### src/rtl/parity_frame_ctrl.sv
// parity_frame_ctrl: serialises a parallel word LSB first, then appends a
// parity bit, then idles for GAP_CYC cycles before taking the next word.
// Optional build macro: PARITY_FRAME_ODD_EN selects odd parity for the sent
// parity bit; o_parity always reports the raw running XOR.
//
//   state   | meaning
//   --------+--------------------------------------------------------------
//   S_IDLE  | waiting for a word, o_ready high
//   S_SHIFT | presenting data bit r_cnt on o_x, advancing on i_sink_ready
//   S_PAR   | presenting the parity bit, advancing on i_sink_ready
//   S_GAP   | inter-frame gap, counting down GAP_CYC cycles
module parity_frame_ctrl #(
    parameter int DATA_W  = 8,
    parameter int GAP_CYC = 1
) (
    input  logic              clk,
    input  logic              reset,
    input  logic [DATA_W-1:0] i_data,
    input  logic              i_valid,
    output logic              o_ready,
    input  logic              i_sink_ready,
    output logic              o_x,
    output logic              o_x_valid,
    output logic              o_sof,
    output logic              o_is_par,
    output logic              o_parity,
    output logic              o_done,
    output logic              o_busy
);

    localparam int CNT_W = $clog2(DATA_W + 1);
    localparam logic [CNT_W-1:0] LAST_BIT = CNT_W'(DATA_W - 1);
    // Gap counter is loaded with GAP_CYC-1 so the gap lasts exactly GAP_CYC cycles.
    localparam logic [3:0] GAP_LOAD = (GAP_CYC > 0) ? 4'(GAP_CYC - 1) : 4'd0;

    typedef enum logic [1:0] {
        S_IDLE  = 2'd0,
        S_SHIFT = 2'd1,
        S_PAR   = 2'd2,
        S_GAP   = 2'd3
    } state_t;

    state_t r_state;
    state_t w_state_nxt;

    logic [DATA_W-1:0] r_shreg;
    logic [CNT_W-1:0]  r_cnt;
    logic [3:0]        r_gap;

    logic r_x, r_sof, r_is_par, r_parity, r_done, r_busy;
    logic w_x_nxt, w_sof_nxt, w_is_par_nxt, w_parity_nxt, w_done_nxt, w_busy_nxt;

    logic              w_accept;
    logic              w_advance;
    logic              w_last;
    logic              w_par_done;
    logic              w_par_upd;
    logic              w_par_bit;
    logic [DATA_W-1:0] w_shreg_sh;

    assign w_accept   = (r_state == S_IDLE) && i_valid;
    assign w_advance  = (r_state == S_SHIFT) && i_sink_ready;
    assign w_last     = w_advance && (r_cnt == LAST_BIT);
    assign w_par_done = (r_state == S_PAR) && i_sink_ready;
    assign w_par_upd  = r_parity ^ r_x;
    assign w_shreg_sh = r_shreg >> 1;

`ifdef PARITY_FRAME_ODD_EN
    assign w_par_bit = ~w_par_upd;
`else
    assign w_par_bit = w_par_upd;
`endif

    // State register
    always_ff @(posedge clk) begin
        if (reset) begin
            r_state <= S_IDLE;
        end else begin
            r_state <= w_state_nxt;
        end
    end

    // Next-state decode
    always_comb begin
        w_state_nxt = r_state;
        case (r_state)
            S_IDLE: begin
                if (i_valid) begin
                    w_state_nxt = S_SHIFT;
                end
            end
            S_SHIFT: begin
                if (w_last) begin
                    w_state_nxt = S_PAR;
                end
            end
            S_PAR: begin
                if (i_sink_ready) begin
                    w_state_nxt = (GAP_CYC > 0) ? S_GAP : S_IDLE;
                end
            end
            S_GAP: begin
                if (r_gap == 4'd0) begin
                    w_state_nxt = S_IDLE;
                end
            end
            default: w_state_nxt = S_IDLE;
        endcase
    end

    // Next values of the registered outputs
    always_comb begin
        w_x_nxt      = r_x;
        w_sof_nxt    = r_sof;
        w_is_par_nxt = r_is_par;
        w_parity_nxt = r_parity;
        w_done_nxt   = 1'b0;
        w_busy_nxt   = (w_state_nxt != S_IDLE);
        case (r_state)
            S_IDLE: begin
                if (i_valid) begin
                    w_x_nxt      = i_data[0];
                    w_sof_nxt    = 1'b1;
                    w_is_par_nxt = 1'b0;
                    w_parity_nxt = 1'b0;
                end
            end
            S_SHIFT: begin
                if (i_sink_ready) begin
                    w_parity_nxt = w_par_upd;
                    w_sof_nxt    = 1'b0;
                    if (r_cnt == LAST_BIT) begin
                        w_x_nxt      = w_par_bit;
                        w_is_par_nxt = 1'b1;
                    end else begin
                        w_x_nxt = w_shreg_sh[0];
                    end
                end
            end
            S_PAR: begin
                if (i_sink_ready) begin
                    w_done_nxt   = 1'b1;
                    w_is_par_nxt = 1'b0;
                end
            end
            default: ;
        endcase
    end

    // Registered outputs
    always_ff @(posedge clk) begin
        if (reset) begin
            r_x      <= 1'b0;
            r_sof    <= 1'b0;
            r_is_par <= 1'b0;
            r_parity <= 1'b0;
            r_done   <= 1'b0;
            r_busy   <= 1'b0;
        end else begin
            r_x      <= w_x_nxt;
            r_sof    <= w_sof_nxt;
            r_is_par <= w_is_par_nxt;
            r_parity <= w_parity_nxt;
            r_done   <= w_done_nxt;
            r_busy   <= w_busy_nxt;
        end
    end

    // Shift register, bit counter and gap down-counter
    always_ff @(posedge clk) begin
        if (reset) begin
            r_shreg <= '0;
            r_cnt   <= '0;
            r_gap   <= 4'd0;
        end else begin
            if (w_accept) begin
                r_shreg <= i_data;
                r_cnt   <= '0;
            end else if (w_advance) begin
                r_shreg <= w_shreg_sh;
                r_cnt   <= r_cnt + CNT_W'(1);
            end
            if (w_par_done) begin
                r_gap <= GAP_LOAD;
            end else if ((r_state == S_GAP) && (r_gap != 4'd0)) begin
                r_gap <= r_gap - 4'd1;
            end
        end
    end

    assign o_ready   = (r_state == S_IDLE) && !reset;
    assign o_x_valid = (r_state == S_SHIFT) || (r_state == S_PAR);
    assign o_x       = r_x;
    assign o_sof     = r_sof;
    assign o_is_par  = r_is_par;
    assign o_parity  = r_parity;
    assign o_done    = r_done;
    assign o_busy    = r_busy;

endmodule

### config.mk
export PLATFORM = sky130hd
export DESIGN_NAME = parity_frame_ctrl
export DESIGN_NICKNAME = d
export VERILOG_FILES = /design/src/rtl/parity_frame_ctrl.sv
export SDC_FILE = /design/constraint.sdc
export NUM_CORES = 1
export LEC_CHECK = 0
export ABC_CLOCK_PERIOD_IN_PS = 1990
export CAP_MARGIN = 20
export CORE_MARGIN = 1
export CORE_UTILIZATION = 51
export DETAILED_ROUTE_END_ITERATION = 12
export PLACE_DENSITY = 0.76
export RECOVER_POWER = 25
export SLEW_MARGIN = 25
export SYNTH_ARGS = -nofsm -noshare
export SYNTH_HDL_FRONTEND = slang
export SYNTH_SLANG_ARGS = --single-unit
### constraint.sdc
create_clock -name clk -period 1.99 [get_ports clk]
set_input_delay 0.2985 -clock clk [delete_from_list [all_inputs] [get_ports clk]]
set_output_delay 0.2985 -clock clk [all_outputs]
set_load 0.01 [all_outputs]
# --- Word level (Yosys, flattened, before mapping) ---
# Index checks and enable logic that the tools add are counted.
totals:
  mem_bits_rw: 0
  out_inout_bits: 8
  mem_bits_ro: 0
  n_memories: 0
  elab_cells: 63
  latchBits: 0
  ff_bits: 24
classes:
  shifts: 0
  order_cmp: 0
  div: 0
  eq_ne: 8
  bitwise_logic: 2
  n_reduce_logical: 20
  mul: 0
  add_sub_neg: 2
  muxes: 21
ops:
  columns: ["op", "n"]
  rows:
  - ["$mux 8", 2]
  - ["$mux 1", 10]
  - ["$mux 2", 4]
  - ["$pmux 2 s4", 1]
  - ["$logic_and 1x1->1", 6]
  - ["$ne 2x2->1 const B", 3]
  - ["$pmux 1 s2", 3]
  - ["$reduce_bool 2->1", 3]
  - ["$reduce_or 2->1", 3]
  - ["$reduce_and 5->1", 1]
  - ["$add 4x1->4 const B", 1]
  - ["$eq 2x2->1 const B", 2]
  - ["$eq 4x3->1 const B", 1]
  - ["$logic_not 4->1", 1]
  - ["$reduce_bool 4->1", 1]
  - ["$sub 4x1->4 const B", 1]
  - ["$pmux 1 s3", 1]
  - ["$reduce_and 3->1", 1]
  - ["$reduce_bool 3->1", 1]
  - ["$eq 2x1->1 const B", 1]
  - ["$logic_not 2->1", 1]
  - ["$ne 2x1->1 const B", 1]
  - ["$logic_not 1->1", 1]
  - ["$logic_or 1x1->1", 1]
  - ["other kinds (2)", 2]

# --- Depth between registers and ports, before layout ---
# Gate-level depths: netlist of the first run.
logic_depth:
  word_depth: 6
  depth_mapped: 7

# --- Worst setup path after synthesis of the first run ---
# OpenSTA, ideal clock, no wires.
synth_path:
  kind: "reg-to-reg"
  start: "reg r_gap[0]"
  end: "reg r_busy (netlist: o_busy)"
  path_slack_ns: 0.359
  synth_period_minus_slack_ns: 1.631
  t_required_ns: 1.859
  stages_incl_launch_ff: 7
  t_arrival_ns: 1.500
  setup_ns: 0.131
  path_cell_list: "dfxtp_1 -> inv_1 -> ha_1 -> or3b_4 -> and2_4 -> a2111oi_4 -> o31ai_2"
synth_between:
  elab_chain_len: 4
synth_rtl:
  columns: ["element", "line", "rtl"]
  rows:
  - ["from (decl)", "48", "logic [3:0] r_gap;"]
  - ["from (signal assigned)", "186", "r_gap <= r_gap - 4'd1;"]
  - ["$logic_not 4->1", "103", "if (r_gap == 4'd0) begin"]
  - ["$mux 2", "103", null]
  - ["$pmux 2 s4", "86", "case (r_state)"]
  - ["$reduce_bool 2->1", "118", "w_busy_nxt = (w_state_nxt != S_IDLE);"]
  - ["to (signal assigned)", "165", "r_busy <= w_busy_nxt;"]
  - ["to (decl)", "50", "logic r_x, r_sof, r_is_par, r_parity, r_done, r_busy;"]
# Every way passes these cells.
# A chain may end at the register's enable or synchronous reset.

# --- Worst setup path in the final report of the first run ---
layout_path:
  start: "reg r_state[1]"
  end: "out o_x_valid"
layout_between:
  elab_chain_len: 2
  elab_cells_between_ends: 3
  classes_between: "2 x eq/ne; 1 x reduce/logical"
layout_rtl:
  columns: ["element", "line", "rtl"]
  rows:
  - ["from (decl)", "43", "state_t r_state;"]
  - ["from (signal assigned)", "79", "r_state <= w_state_nxt;"]
  - ["$eq 2x1->1 or $eq 2x2->1 (tied branches)", "192", "assign o_x_valid = (r_state == S_SHIFT) || (r_state == S_PAR);"]
  - ["$logic_or 1x1->1 (*)", "192", null]
  - ["to (decl)", "23", "output logic o_x_valid,"]
# Mark *: on every way between the ends. The rest lies on a longest branch, timed or not.

==> summary by stage, run 1 <==
Run status
The flow ran to the end, and the final reports show no timing, DRC or antenna violations.

Placed design
The worst-case setup slack after placement is 0.179 ns. The global placement routability congestion is 0.846. The total of buffers placed on input and output ports is 19. The wire-length estimate of the detail-placed layout is 1.71 mm.

Clock tree
The clock buffer count from CTS is 3. Once the clock tree was built, the setup fixing pass inserted 0 buffers. The number of gates resized after CTS was 5. The cell sitting at the root of the clock tree is a sky130_fd_sc_hd__clkbuf_4. The clock network latency to the later pin of the worst-skew pair is 0.30 ns.

The clock drives 23 sinks. The TritonCTS clock tree is yes. CTS built an H-tree with a depth of 1. The clock edge transition at the registers on the reported setup and hold paths is 0.12 ns. The longest clock path from root to sink contains 2 buffers. For this design, the CTS-stage hold fixing added 0 buffers.

Floorplan
The effective utilization at floorplan is 0.565. From bottom edge to top edge, the die measures 49.8 µm. The core region is 0.00206 mm². The initialized floorplan defines 16 standard-cell rows.

The die boundary width is 49.8 µm. The floorplan die area is 0.00248 mm². The number of placed I/O pins is 20.

Synth
In the synthesized netlist, the number of instances is 139. The synthesized netlist net count is 157. After synthesis, the most frequently instantiated cells are sky130_fd_sc_hd__dfxtp_1 (23), sky130_fd_sc_hd__nand2_1 (15), sky130_fd_sc_hd__nor2_1 (15). Of the synthesized area, sequential elements account for 0.395. Sorting the synthesized cells by area gives the leading types as sky130_fd_sc_hd__dfxtp_1 (40%), sky130_fd_sc_hd__ha_1 (6.4%), sky130_fd_sc_hd__a311oi_1 (5.3%). The number of synthesized register bits is 23. In the synthesized netlist the async set-or-reset flop fraction comes to 0. The area share of the largest cell type after synthesis is 0.395. The most common cell in the synthesized netlist is sky130_fd_sc_hd__dfxtp_1. The number of distinct library cells after synthesis is 31. During synthesis, Yosys emitted a total of 0 warnings. The top cell type by total area after synthesis is sky130_fd_sc_hd__dfxtp_1. The mean cell area of the mapped netlist is 8.38 µm². In this run, synthesis inferred 0 flip-flops with an integrated enable. For this run, the leading register cell type out of synthesis is sky130_fd_sc_hd__dfxtp_1. The mapped cell area is 0.00116 mm².

Timing
The final-report setup violation count is 0. The final worst-path cycle share is 0.962. The worst path setup slack after routing is 0.0755 ns. The max-slew violation count was 0.

The clock period could shrink to 1.91 ns. At the pin with the least slew margin, the transition time is 0.481 ns. Setup repair after global routing left no endpoint under its margin. The setup total negative slack is 0 ns. In this run the tightest slew margin relative to its limit is 0.679.

Between clock sinks in the finished design, the worst skew comes to 0.00166 ns. Based on the critical path, the design can be clocked at up to 522 MHz. The hold violation total from the final report came to 0.

GRT
For this run, the total global-route usage over all layers was measured as 0.212. The leftover overflow at the end of global routing is 0. The first global-routing pass estimated 4.06 mm of wire. The number of global-route vias before repair was 950. The initial antenna violation count is 0. Entering global routing, the biggest net connects 21 pins.

Drt
Dividing the detail-routed wire length by the instance count gives 12.6 µm. The via count is 1017. The average via count per standard cell is 5.47. The final layout contains routed wiring with a total length of 2.34 mm.

The residual antenna-violating net count after detailed routing is 0. The total iterations of the first detailed-routing run is 4. The post-route DRC violation count is 0.

The detailed router's first-iteration violation count is 6.

Power and ir drop
Dividing total power by cell area gives a power density of 1110 mW/mm². IR analysis of the VDD net gives a maximum drop of 0.856 mV. Summed over all cells, the static leakage comes to 0.542 nW.

Setup path
The peak fanout along the critical path is 6. At the worst endpoint, the arrival time is 1.62 ns. Together, buffers and inverters on the worst path number 2. The cell family contributing the most delay on the critical path is buffers and inverters.

STA classifies the critical path endpoint as an output port. The slowest cell on the critical path is sky130_fd_sc_hd__clkdlybuf4s50_1. STA classifies the critical path startpoint as a flop. The largest single stage delay on the critical path is 0.52 ns. The critical path in this run is classified as flop to output port. For the worst setup path, the data required time is 1.69 ns. The critical path goes through inv_2 > ha_4 > clkdlybuf4s50_1.

Final layout
Counting the fill cells in the layout gives 174. Summing all multi-input logic gate instances after layout gives 652 µm². The layout-stage area growth over the synthesis result is 22.7%. The net count of the finished layout is 178. The number of antenna diodes in the final layout is 0.

The share of cells above drive strength 1 is 0.0818. The area occupied by registers is 460 µm².

Min path
In this run the worst hold path is classified as flop to flop.

Flow run
The count of maximum capacitance violations is 0.
-- power breakdown --
group	switching, mW	leakage, nW	internal (mW)
clock network	0.133	0.0150	0.0781
registers	0.0662	0.188	0.554
logic	0.404	0.339	0.355
total	0.603	0.542	0.987
-- logic make-up (layout without fill, tap and decap cells) --
kind of cell / count (synthesis) / count (layout) / share of synthesized area
AND/OR/NAND/NOR: 59 / 59 / 0.241
AO/OA/AOI/OAI: 26 / 26 / 0.176
flip-flops: 23 / 23 / 0.395
buffers and inverters: 16 / 36 / 0.0537
XOR/XNOR: 7 / 7 / 0.0526
adder cells (fa/ha/maj): 6 / 6 / 0.0644
multiplexers: 2 / 2 / 0.0172
-- path summary, 6_finish.rpt --
path | startpoint | end | slack, ns | depth (start not counted)
min reg2reg | r_shreg[7] | r_shreg[7] | 0.49 | 2
min | r_shreg[7] | r_shreg[7] | 0.49 | 2
max | r_state[1] | o_x_valid | 0.08 | 3
max reg2reg | r_gap[0] | o_busy | 0.22 | 6
-- layout by cell type, fill, tap and decap left out, types with 2 or more instances in the layout --
master	count
sky130_fd_sc_hd__dlygate4sd3_1	2
sky130_fd_sc_hd__a21oi_1	5
sky130_fd_sc_hd__nor2b_1	2
sky130_fd_sc_hd__nand2_1	15
sky130_fd_sc_hd__nand3_1	11
sky130_fd_sc_hd__and2_1	2
sky130_fd_sc_hd__clkbuf_4	3
sky130_fd_sc_hd__o21ai_0	5
sky130_fd_sc_hd__nand2b_1	3
sky130_fd_sc_hd__xnor2_1	3
sky130_fd_sc_hd__dfxtp_1	23
sky130_fd_sc_hd__inv_1	7
sky130_fd_sc_hd__mux2i_1	2
sky130_fd_sc_hd__nor2_1	15
sky130_fd_sc_hd__nor3_1	8
sky130_fd_sc_hd__clkdlybuf4s50_1	16
sky130_fd_sc_hd__buf_4	5
sky130_fd_sc_hd__ha_1	5
sky130_fd_sc_hd__a311oi_1	7
sky130_fd_sc_hd__xor2_1	4
-- cell type report --
cell class,count,share of cell area
multi-input combinational,100,0.456
sequential,23,0.322
timing repair buffer,24,0.158
tap,27,0.0236
inverter,8,0.0210
clock buffer,4,0.0184
-- per-stage QoR --
step	hold WS, ns	utilization	total power [mW]	area, µm²	cells
3_5_place_dp	0.475	0.676	1.36	1390	182
3_3_place_gp	0.470	0.676	1.35	1390	182
6_report	0.488	0.693	1.59	1430	186
5_1_grt	0.511	0.693	1.71	1430	186
2_1_floorplan	0.435	-	1.12	1160	139
4_1_cts	0.492	0.695	1.61	1430	186
-- state kept, by name (all words and copies together), names as in the netlist --
signal,cells
o_sof,1
o_is_par,1
r_gap,4
o_parity,1
r_shreg,7
o_x,1
r_cnt,4
o_done,1
r_state,2
o_busy,1
-- metal layers --
| metal | track usage | part of all wire |
|---|---|---|
| met1 | 0.274 | 0.50 |
| met2 | 0.354 | 0.48 |
| met3 | 0.0278 | 0.016 |
| met4 | 0.0857 | 0.0056 |
| met5 | 0 | 0 |
-- worst min-delay path, cell delays in order, from the launching register on --
cell and delay, ns:
sky130_fd_sc_hd__dfxtp_1 0.34, sky130_fd_sc_hd__nand3_1 0.06, sky130_fd_sc_hd__a21oi_1 0.06
Note: power is estimated with default switching activity, not from simulation.
==> run 2, diff against run 1 <==
--- a/config.mk
+++ b/config.mk
@@ -5,12 +5,14 @@
 export SDC_FILE = /design/constraint.sdc
 export NUM_CORES = 1
 export LEC_CHECK = 0
+export ABC_AREA = 1
 export ABC_CLOCK_PERIOD_IN_PS = 1990
 export CAP_MARGIN = 20
 export CORE_MARGIN = 1
 export CORE_UTILIZATION = 51
+export CTS_CLUSTER_DIAMETER = 40
 export DETAILED_ROUTE_END_ITERATION = 12
-export PLACE_DENSITY = 0.76
+export PLACE_DENSITY = 0.77
 export RECOVER_POWER = 25
 export SLEW_MARGIN = 25
 export SYNTH_ARGS = -nofsm -noshare
==> summary by stage, run 2 <==
Run status
The run finished with clean final reports.

Setup path
The sort of element at the start of the critical path is a flop. The peak fanout along the critical path is 3 (-3). The worst path arrival time is 1.62 ns (about the same). The start point of the critical path is r_state[0]. The worst register-to-register path begins at r_state[0]. The capturing element type of the critical path is an output port.

The critical path data required time is 1.69 ns (about the same). The critical setup path kind is flop to output port.

Floorplan
The core box area is 0.00204 mm² (-0.97%). The effective utilization at floorplan is 0.561 (-0.00427). The number of placement rows came to 16 (unchanged). The number of placed I/O pins was 20 (unchanged). The floorplan die height came to 49.4 µm (-0.82%). The die boundary width is 49.4 µm (-0.82%). The floorplan die area is 0.00244 mm² (-1.6%).

Placed design
The total of buffers placed on input and output ports is 19 (unchanged). The post-place instance area is 0.00137 mm² (-1.5%). The worst-case setup slack after placement is 0.239 ns (+0.0601 ns).

The count of placed standard cells including taps was 207 (+14%). The HPWL reported at the end of detailed placement was 1.81 mm (+5.7%). The global placement routability congestion is 0.798 (-5.7%).

Final layout
The total of fill cells in the finished design came to 189 (+8.6%). The multi-input gate area in the final layout is 579 µm² (-11%). The final instance count without filler cells is 211 (+13%).

The area occupied by registers came to 462 µm² (+0.27%). The library cells used most frequently in the layout, excluding fill and tap cells, are sky130_fd_sc_hd__nand2_1 (42), sky130_fd_sc_hd__inv_1 (26), sky130_fd_sc_hd__dfxtp_1 (22). The number of flip-flops under the largest register name is 7 (unchanged). The final non-filler cell area is 0.00140 mm² (-2.1%). The most common cell after layout, fill and taps aside is sky130_fd_sc_hd__nand2_1. From synthesis to final layout, the design area changed by 22.2%. The post-route core utilization is 0.685 (-0.00791). The register ranked first by flip-flop count is r_shreg. The share of cells above drive strength 1 is 0.0652 (-0.0165).

The total inserted antenna cells is 0 (unchanged). The number of nets at the end of the flow is 203 (+14%). The largest registers in the layout are r_shreg (7), r_cnt (4), r_gap (4).

GRT
The initial antenna violation count is 0 (unchanged). The leftover overflow at the end of global routing is 0 (unchanged). The global-route wire length before repair is 4.13 mm (+1.7%). The pin count of the biggest net entering global routing was 13 (-38%). The number of global-route vias before repair is 969 (+2.0%). The total track usage is 0.218 (+0.00622).

Synth
The gate count of the mapped netlist came to 161 (+16%). The multiplexer fraction of the synthesized cell area is 0 (-0.0172). The number of distinct library cells after synthesis is 23 (-26%). The area share of the largest cell type after synthesis is 0.402 (+0.00691).

Yosys attributes the largest share of cell area to sky130_fd_sc_hd__dfxtp_1 (40%), sky130_fd_sc_hd__nand2_1 (14%), sky130_fd_sc_hd__inv_1 (8.2%). The post-synthesis compound-gate area fraction is 0.157 (-0.0188). The synthesized netlist net count was 179 (+14%).

In the post-synthesis netlist, the cell with the most instances is sky130_fd_sc_hd__nand2_1. The xor/xnor share of the synthesized area came to 0.00765 (-0.0450). The basic-gate share of the synthesized area counting and, or, nand and nor cells is 0.275 (+0.0348). Summed over all instances, the cell type with the most area after synthesis is sky130_fd_sc_hd__dfxtp_1. The number of synthesized register bits was 23 (unchanged). The number of warnings printed during yosys synthesis is 0 (unchanged). The post-synthesis share of cell area spent on full adders, half adders and majority gates was 0.0656 (+0.00113). The number of flops mapped to enable cells by yosys was 0 (unchanged). The mean cell area of the mapped netlist is 7.11 µm² (-15%).

The dominant register cell in the synthesized netlist is sky130_fd_sc_hd__dfxtp_1. The mapped cell area is 0.00114 mm² (-1.7%). The fraction of registers with async set/reset is 0 (unchanged). The commonest cells after synthesis are sky130_fd_sc_hd__nand2_1 (42), sky130_fd_sc_hd__inv_1 (25), sky130_fd_sc_hd__dfxtp_1 (23). The fraction of the yosys area taken by sequential cells is 0.402 (+0.00691). By area, the combinational part of the netlist is dominated by simple AND/OR/NAND/NOR gates.

Timing
The highest clock frequency the design can meet was 522 MHz (about the same). The worst-case clock skew is 0.00720 ns (+0.00554 ns). The final-report setup violation count came to 0 (unchanged). The final worst-path cycle share was 0.963 (about the same). The worst-margin pin slew is 0.261 ns (-0.220 ns). The setup total negative slack is 0 ns (unchanged). The max-slew violation count is 0 (unchanged). The tightest slew margin relative to the limit is 0.826 (+0.147). Setup repair after global routing left no endpoint under its margin. The hold violation total from the final report is 0 (unchanged). The worst path setup slack after routing is 0.0736 ns (-0.00190 ns). The post-route minimum period is 1.92 ns (+0.00190 ns).

Clock tree
The number of H-tree levels came to 1 (unchanged). The root cell of the clock tree is sky130_fd_sc_hd__clkbuf_4. The total setup buffers inserted after CTS is 0 (unchanged). The clock edge transition at the registers on the reported setup and hold paths came to 0.12 ns (about the same). The clock buffer count from CTS is 3 (unchanged). The clock network latency to the later pin of the worst-skew pair is 0.32 ns (+0.02 ns). The number of buffers on the longest clock path is 2 (unchanged). The TritonCTS clock tree is yes. The count of clock tree sinks was 23 (unchanged). The cts-stage hold buffer count was 0 (unchanged).

Drt
The via count is 1072 (+5.4%). The total wirelength of the detailed-routed design came to 2.39 mm (+2.0%). The total iterations of the first detailed-routing run is 5 (+1). The detailed router's first-iteration violation count is 14 (+8). The routed wirelength normalized by instance count is 11.3 µm (-10%). The residual antenna-violating net count after detailed routing is 0 (unchanged). The post-route DRC violation count is 0 (unchanged). The average via count per standard cell is 5.08 (-7.1%).

Min path
The worst min-delay path class is flop to flop. The beginning of the worst hold path is r_shreg[1].

Power and ir drop
The static leakage power is 0.622 nW (+15%). The peak supply drop came to 0.519 mV (-39%). The power per cell area was 699 mW/mm² (-37%).

Flow run
The count of maximum capacitance violations is 0 (unchanged).
[run 2: cell types whose count changed in the layout (fill, tap and decap cells not counted), moves of 3 or more]
cell,before,now
sky130_fd_sc_hd__a21oi_1,5,11
sky130_fd_sc_hd__a311oi_1,7,0
sky130_fd_sc_hd__nand3_1,11,6
sky130_fd_sc_hd__buf_4,5,1
sky130_fd_sc_hd__inv_1,7,26
sky130_fd_sc_hd__xor2_1,4,0
sky130_fd_sc_hd__nor3_1,8,3
sky130_fd_sc_hd__nand2_1,15,42
sky130_fd_sc_hd__nand2b_1,3,0
[run 2: final cells by class]
| class | instances | share of cell area |
|---|---|---|
| Inverter | 27 | 0.0725 |
| Tap cell | 27 | 0.0242 |
| Timing Repair Buffer | 20 | 0.140 |
| Multi-Input combinational cell | 110 | 0.414 |
| Sequential cell | 23 | 0.330 |
| Clock buffer | 4 | 0.0188 |
[run 2: critical path, stage by stage, from the launching register on]
cell	delay, ns
sky130_fd_sc_hd__dfxtp_1	0.39
sky130_fd_sc_hd__inv_1	0.09
sky130_fd_sc_hd__ha_1	0.28
sky130_fd_sc_hd__clkdlybuf4s50_1	0.54
[run 2: path summary, 6_finish.rpt]
| path | endpoint | slack, ns | depth (start not counted) |
|---|---|---|---|
| hold reg to reg | r_shreg[1] | 0.49 | 2 |
| setup reg to reg | r_cnt[0] | 0.43 | 7 |
| hold / removal | r_shreg[1] | 0.49 | 2 |
| setup / recovery | o_x_valid | 0.07 | 3 |
[run 2: where the power goes]
group | leakage (nW) | switching, mW | total (mW) | internal (mW)
Clock | 0.0150 | 0.137 | 0.215 | 0.0785
Sequential | 0.188 | 0.0193 | 0.512 | 0.493
Combinational | 0.419 | 0.145 | 0.250 | 0.105
[run 2: timing repair]
item                       4_1_cts  5_1_grt
resized for setup                1        1
hold endpoints to repair         0        0
setup endpoints to repair        1        2
[run 2: routing by layer]
metal  track usage  routed length [µm]
met2         0.363                1090
met5             0                   0
met1         0.285                1140
met4        0.0762                  37
met3        0.0343                 119
[run 2: logic make-up after synthesis]
group | count (synthesis)
AOI/OAI and AO/OA | 30
xor gates and xnor gates | 1
adders and majority gates | 6
buffers and inverters | 28
DFF | 23
and+or+nand+nor | 73
[run 2: metrics by stage]
| step | hold WS (ns) | power [mW] |
|---|---|---|
| finish | 0.491 | 0.978 |
| global route | 0.513 | 1.03 |
| CTS | 0.488 | 0.984 |
| detailed placement | 0.459 | 0.774 |
| global placement | 0.450 | 0.766 |
| floorplan | 0.440 | 0.676 |
==> run 3, diff against run 2 <==
--- a/config.mk
+++ b/config.mk
@@ -9,11 +9,13 @@
 export ABC_CLOCK_PERIOD_IN_PS = 1990
 export CAP_MARGIN = 20
 export CORE_MARGIN = 1
-export CORE_UTILIZATION = 51
+export CORE_UTILIZATION = 54
 export CTS_CLUSTER_DIAMETER = 40
 export DETAILED_ROUTE_END_ITERATION = 12
-export PLACE_DENSITY = 0.77
+export DONT_BUFFER_PORTS = 1
+export PLACE_DENSITY = 0.68
 export RECOVER_POWER = 25
+export SKIP_CTS_REPAIR_TIMING = 1
 export SLEW_MARGIN = 25
 export SYNTH_ARGS = -nofsm -noshare
 export SYNTH_HDL_FRONTEND = slang
==> summary by stage, run 3 (same netlist as run 2, synthesis figures left out) <==
Run status
The flow ran to the end, and the final reports show no timing, DRC or antenna violations.

Setup path
The slowest cell on the critical path is sky130_fd_sc_hd__dfxtp_1. The peak fanout along the critical path is 5 (+2). The worst path arrival time came to 1.37 ns (-0.25 ns). The worst setup path is of the flop to output port kind.

The signal on the critical path passes through inv_1 > ha_1 > inv_1 > nor2_1. The count of buffer and inverter cells on the critical path came to 2 (unchanged). The cell repeated most along the worst path is sky130_fd_sc_hd__inv_1. The critical path data required time came to 1.69 ns (about the same). The sort of element at the start of the critical path is a flop. The worst stage delay on the critical path came to 0.36 ns (-0.18 ns). In this design, the largest share of critical-path delay is due to flip-flops. STA classifies the critical path endpoint as an output port.

Timing
The final worst-path cycle share is 0.837 (-0.126). The worst path setup slack after routing is 0.325 ns (+0.251 ns). The setup total negative slack is 0 ns (unchanged). The hold violation total from the final report is 0 (unchanged). The max-slew violation count is 0 (unchanged). The worst-case clock skew is 0.00527 ns (-0.00193 ns). The post-route minimum period was 1.67 ns (-0.251 ns). The worst-margin pin slew was 0.261 ns (+0.000194 ns). The final-report setup violation count is 0 (unchanged). The tightest slew margin relative to the limit is 0.826 (about the same). The final worst hold slack is 0.0368 ns (-0.455 ns).

Setup repair after global routing left no endpoint under its margin. The highest clock frequency the design can meet is 601 MHz (+15%).

Clock tree
The number of H-tree levels is 1 (unchanged). The clock edge transition at the registers on the reported setup and hold paths is 0.12 ns (about the same). The TritonCTS clock tree is yes.

The count of clock tree sinks is 23 (unchanged). The clock network latency to the later pin of the worst-skew pair came to 0.31 ns (about the same). The clock buffer count from CTS is 3 (unchanged). The tree is rooted in a sky130_fd_sc_hd__clkbuf_4.

The number of buffers on the longest clock path is 2 (unchanged).

Min path
The worst min-delay path class is input port to flop.

GRT
The leftover overflow at the end of global routing is 0 (unchanged). The pin count of the biggest net entering global routing is 13 (unchanged). The global-route wire length before repair is 3.24 mm (-22%).

The total track usage was 0.205 (-0.0138). The number of global-route vias before repair is 793 (-18%). The initial antenna violation count is 0 (unchanged).

Final layout
The number of flip-flops under the largest register name is 7 (unchanged). In the layout the commonest cells are sky130_fd_sc_hd__nand2_1 (42), sky130_fd_sc_hd__inv_1 (25), sky130_fd_sc_hd__dfxtp_1 (23). The library cell used most frequently in the layout, excluding fill and tap cells, is sky130_fd_sc_hd__nand2_1. The number of nets at the end of the flow is 183 (-9.9%). The register with the most flip-flops in the final layout is r_shreg. The largest registers in the layout are r_shreg (7), r_cnt (4), r_gap (4). From synthesis to final layout, the design area changed by 4.92%. The share of cells above drive strength 1 is 0.0671 (+0.00186). The total inserted antenna cells is 0 (unchanged). The total of fill cells in the finished design is 179 (-5.3%).

Floorplan
The die boundary width is 48.0 µm (-2.7%). The number of placement rows is 16 (unchanged). The floorplan die height is 48.0 µm (-2.7%).

The core box area was 0.00198 mm² (-2.9%). The number of placed I/O pins is 20 (unchanged). The effective utilization at floorplan is 0.578 (+0.0170).

The floorplan die area is 0.00231 mm² (-5.3%).

Drt
The total iterations of the first detailed-routing run came to 4 (-1). The routed wirelength normalized by instance count is 11.1 µm (-2.0%). The detailed router's first-iteration violation count was 17 (+3).

The via count is 959 (-11%). The residual antenna-violating net count after detailed routing is 0 (unchanged). The average via count per standard cell is 5.02 (-1.2%).

The post-route DRC violation count came to 0 (unchanged). The total wirelength of the detailed-routed design is 2.12 mm (-11%).

Placed design
The total of buffers placed on input and output ports is 0 (-19). The global placement routability congestion came to 0.819 (+2.6%). The worst-case setup slack after placement came to 0.427 ns (+0.188 ns). The HPWL reported at the end of detailed placement is 1.64 mm (-9.7%).

Power and ir drop
The static leakage power is 0.536 nW (-14%). The final total power is 0.912 mW (-6.7%). The power per cell area came to 759 mW/mm² (+8.6%). The peak supply drop is 0.491 mV (-5.2%).

Flow run
The count of maximum capacitance violations is 0 (unchanged).
run 3: worst paths after layout:
kind / endpoint / start / slack, ns / depth (start not counted)
max: o_ready / r_state[1] / 0.32 / 4
min: r_shreg[3] / reset / 0.04 / 1
max reg2reg: o_x / r_state[1] / 0.40 / 8
min reg2reg: r_shreg[7] / r_shreg[7] / 0.47 / 2
run 3: stage by stage:
stage                util  instances  area, µm²
finish              0.606        191       1200
global route        0.606        191       1200
CTS                 0.606        191       1200
detailed placement  0.593        187       1170
global placement    0.593        187       1170
floorplan               -        161       1140
run 3: cell type report:
class	instances	area, µm²	share of cell area
multi-input combinational	110	579	0.482
sequential	23	460	0.383
inverter	27	101	0.0844
tap	27	33.8	0.0281
clock buffer	4	26.3	0.0219
run 3: metal layers:
layer	part of all wire	global-route usage	vias up	routed length, µm
met5	0	0	-	0
met4	0.014	0.0833	0	29
met3	0.045	0.0566	3	95
met2	0.44	0.319	17	939
met1	0.50	0.266	421	1050
li1	-	-	518	-
run 3: power by group:
part / switching (mW) / total, mW / internal, mW / leakage (nW)
Combinational: 0.123 / 0.184 / 0.0608 / 0.333
Sequential: 0.0251 / 0.518 / 0.493 / 0.188
Clock: 0.131 / 0.210 / 0.0783 / 0.0150
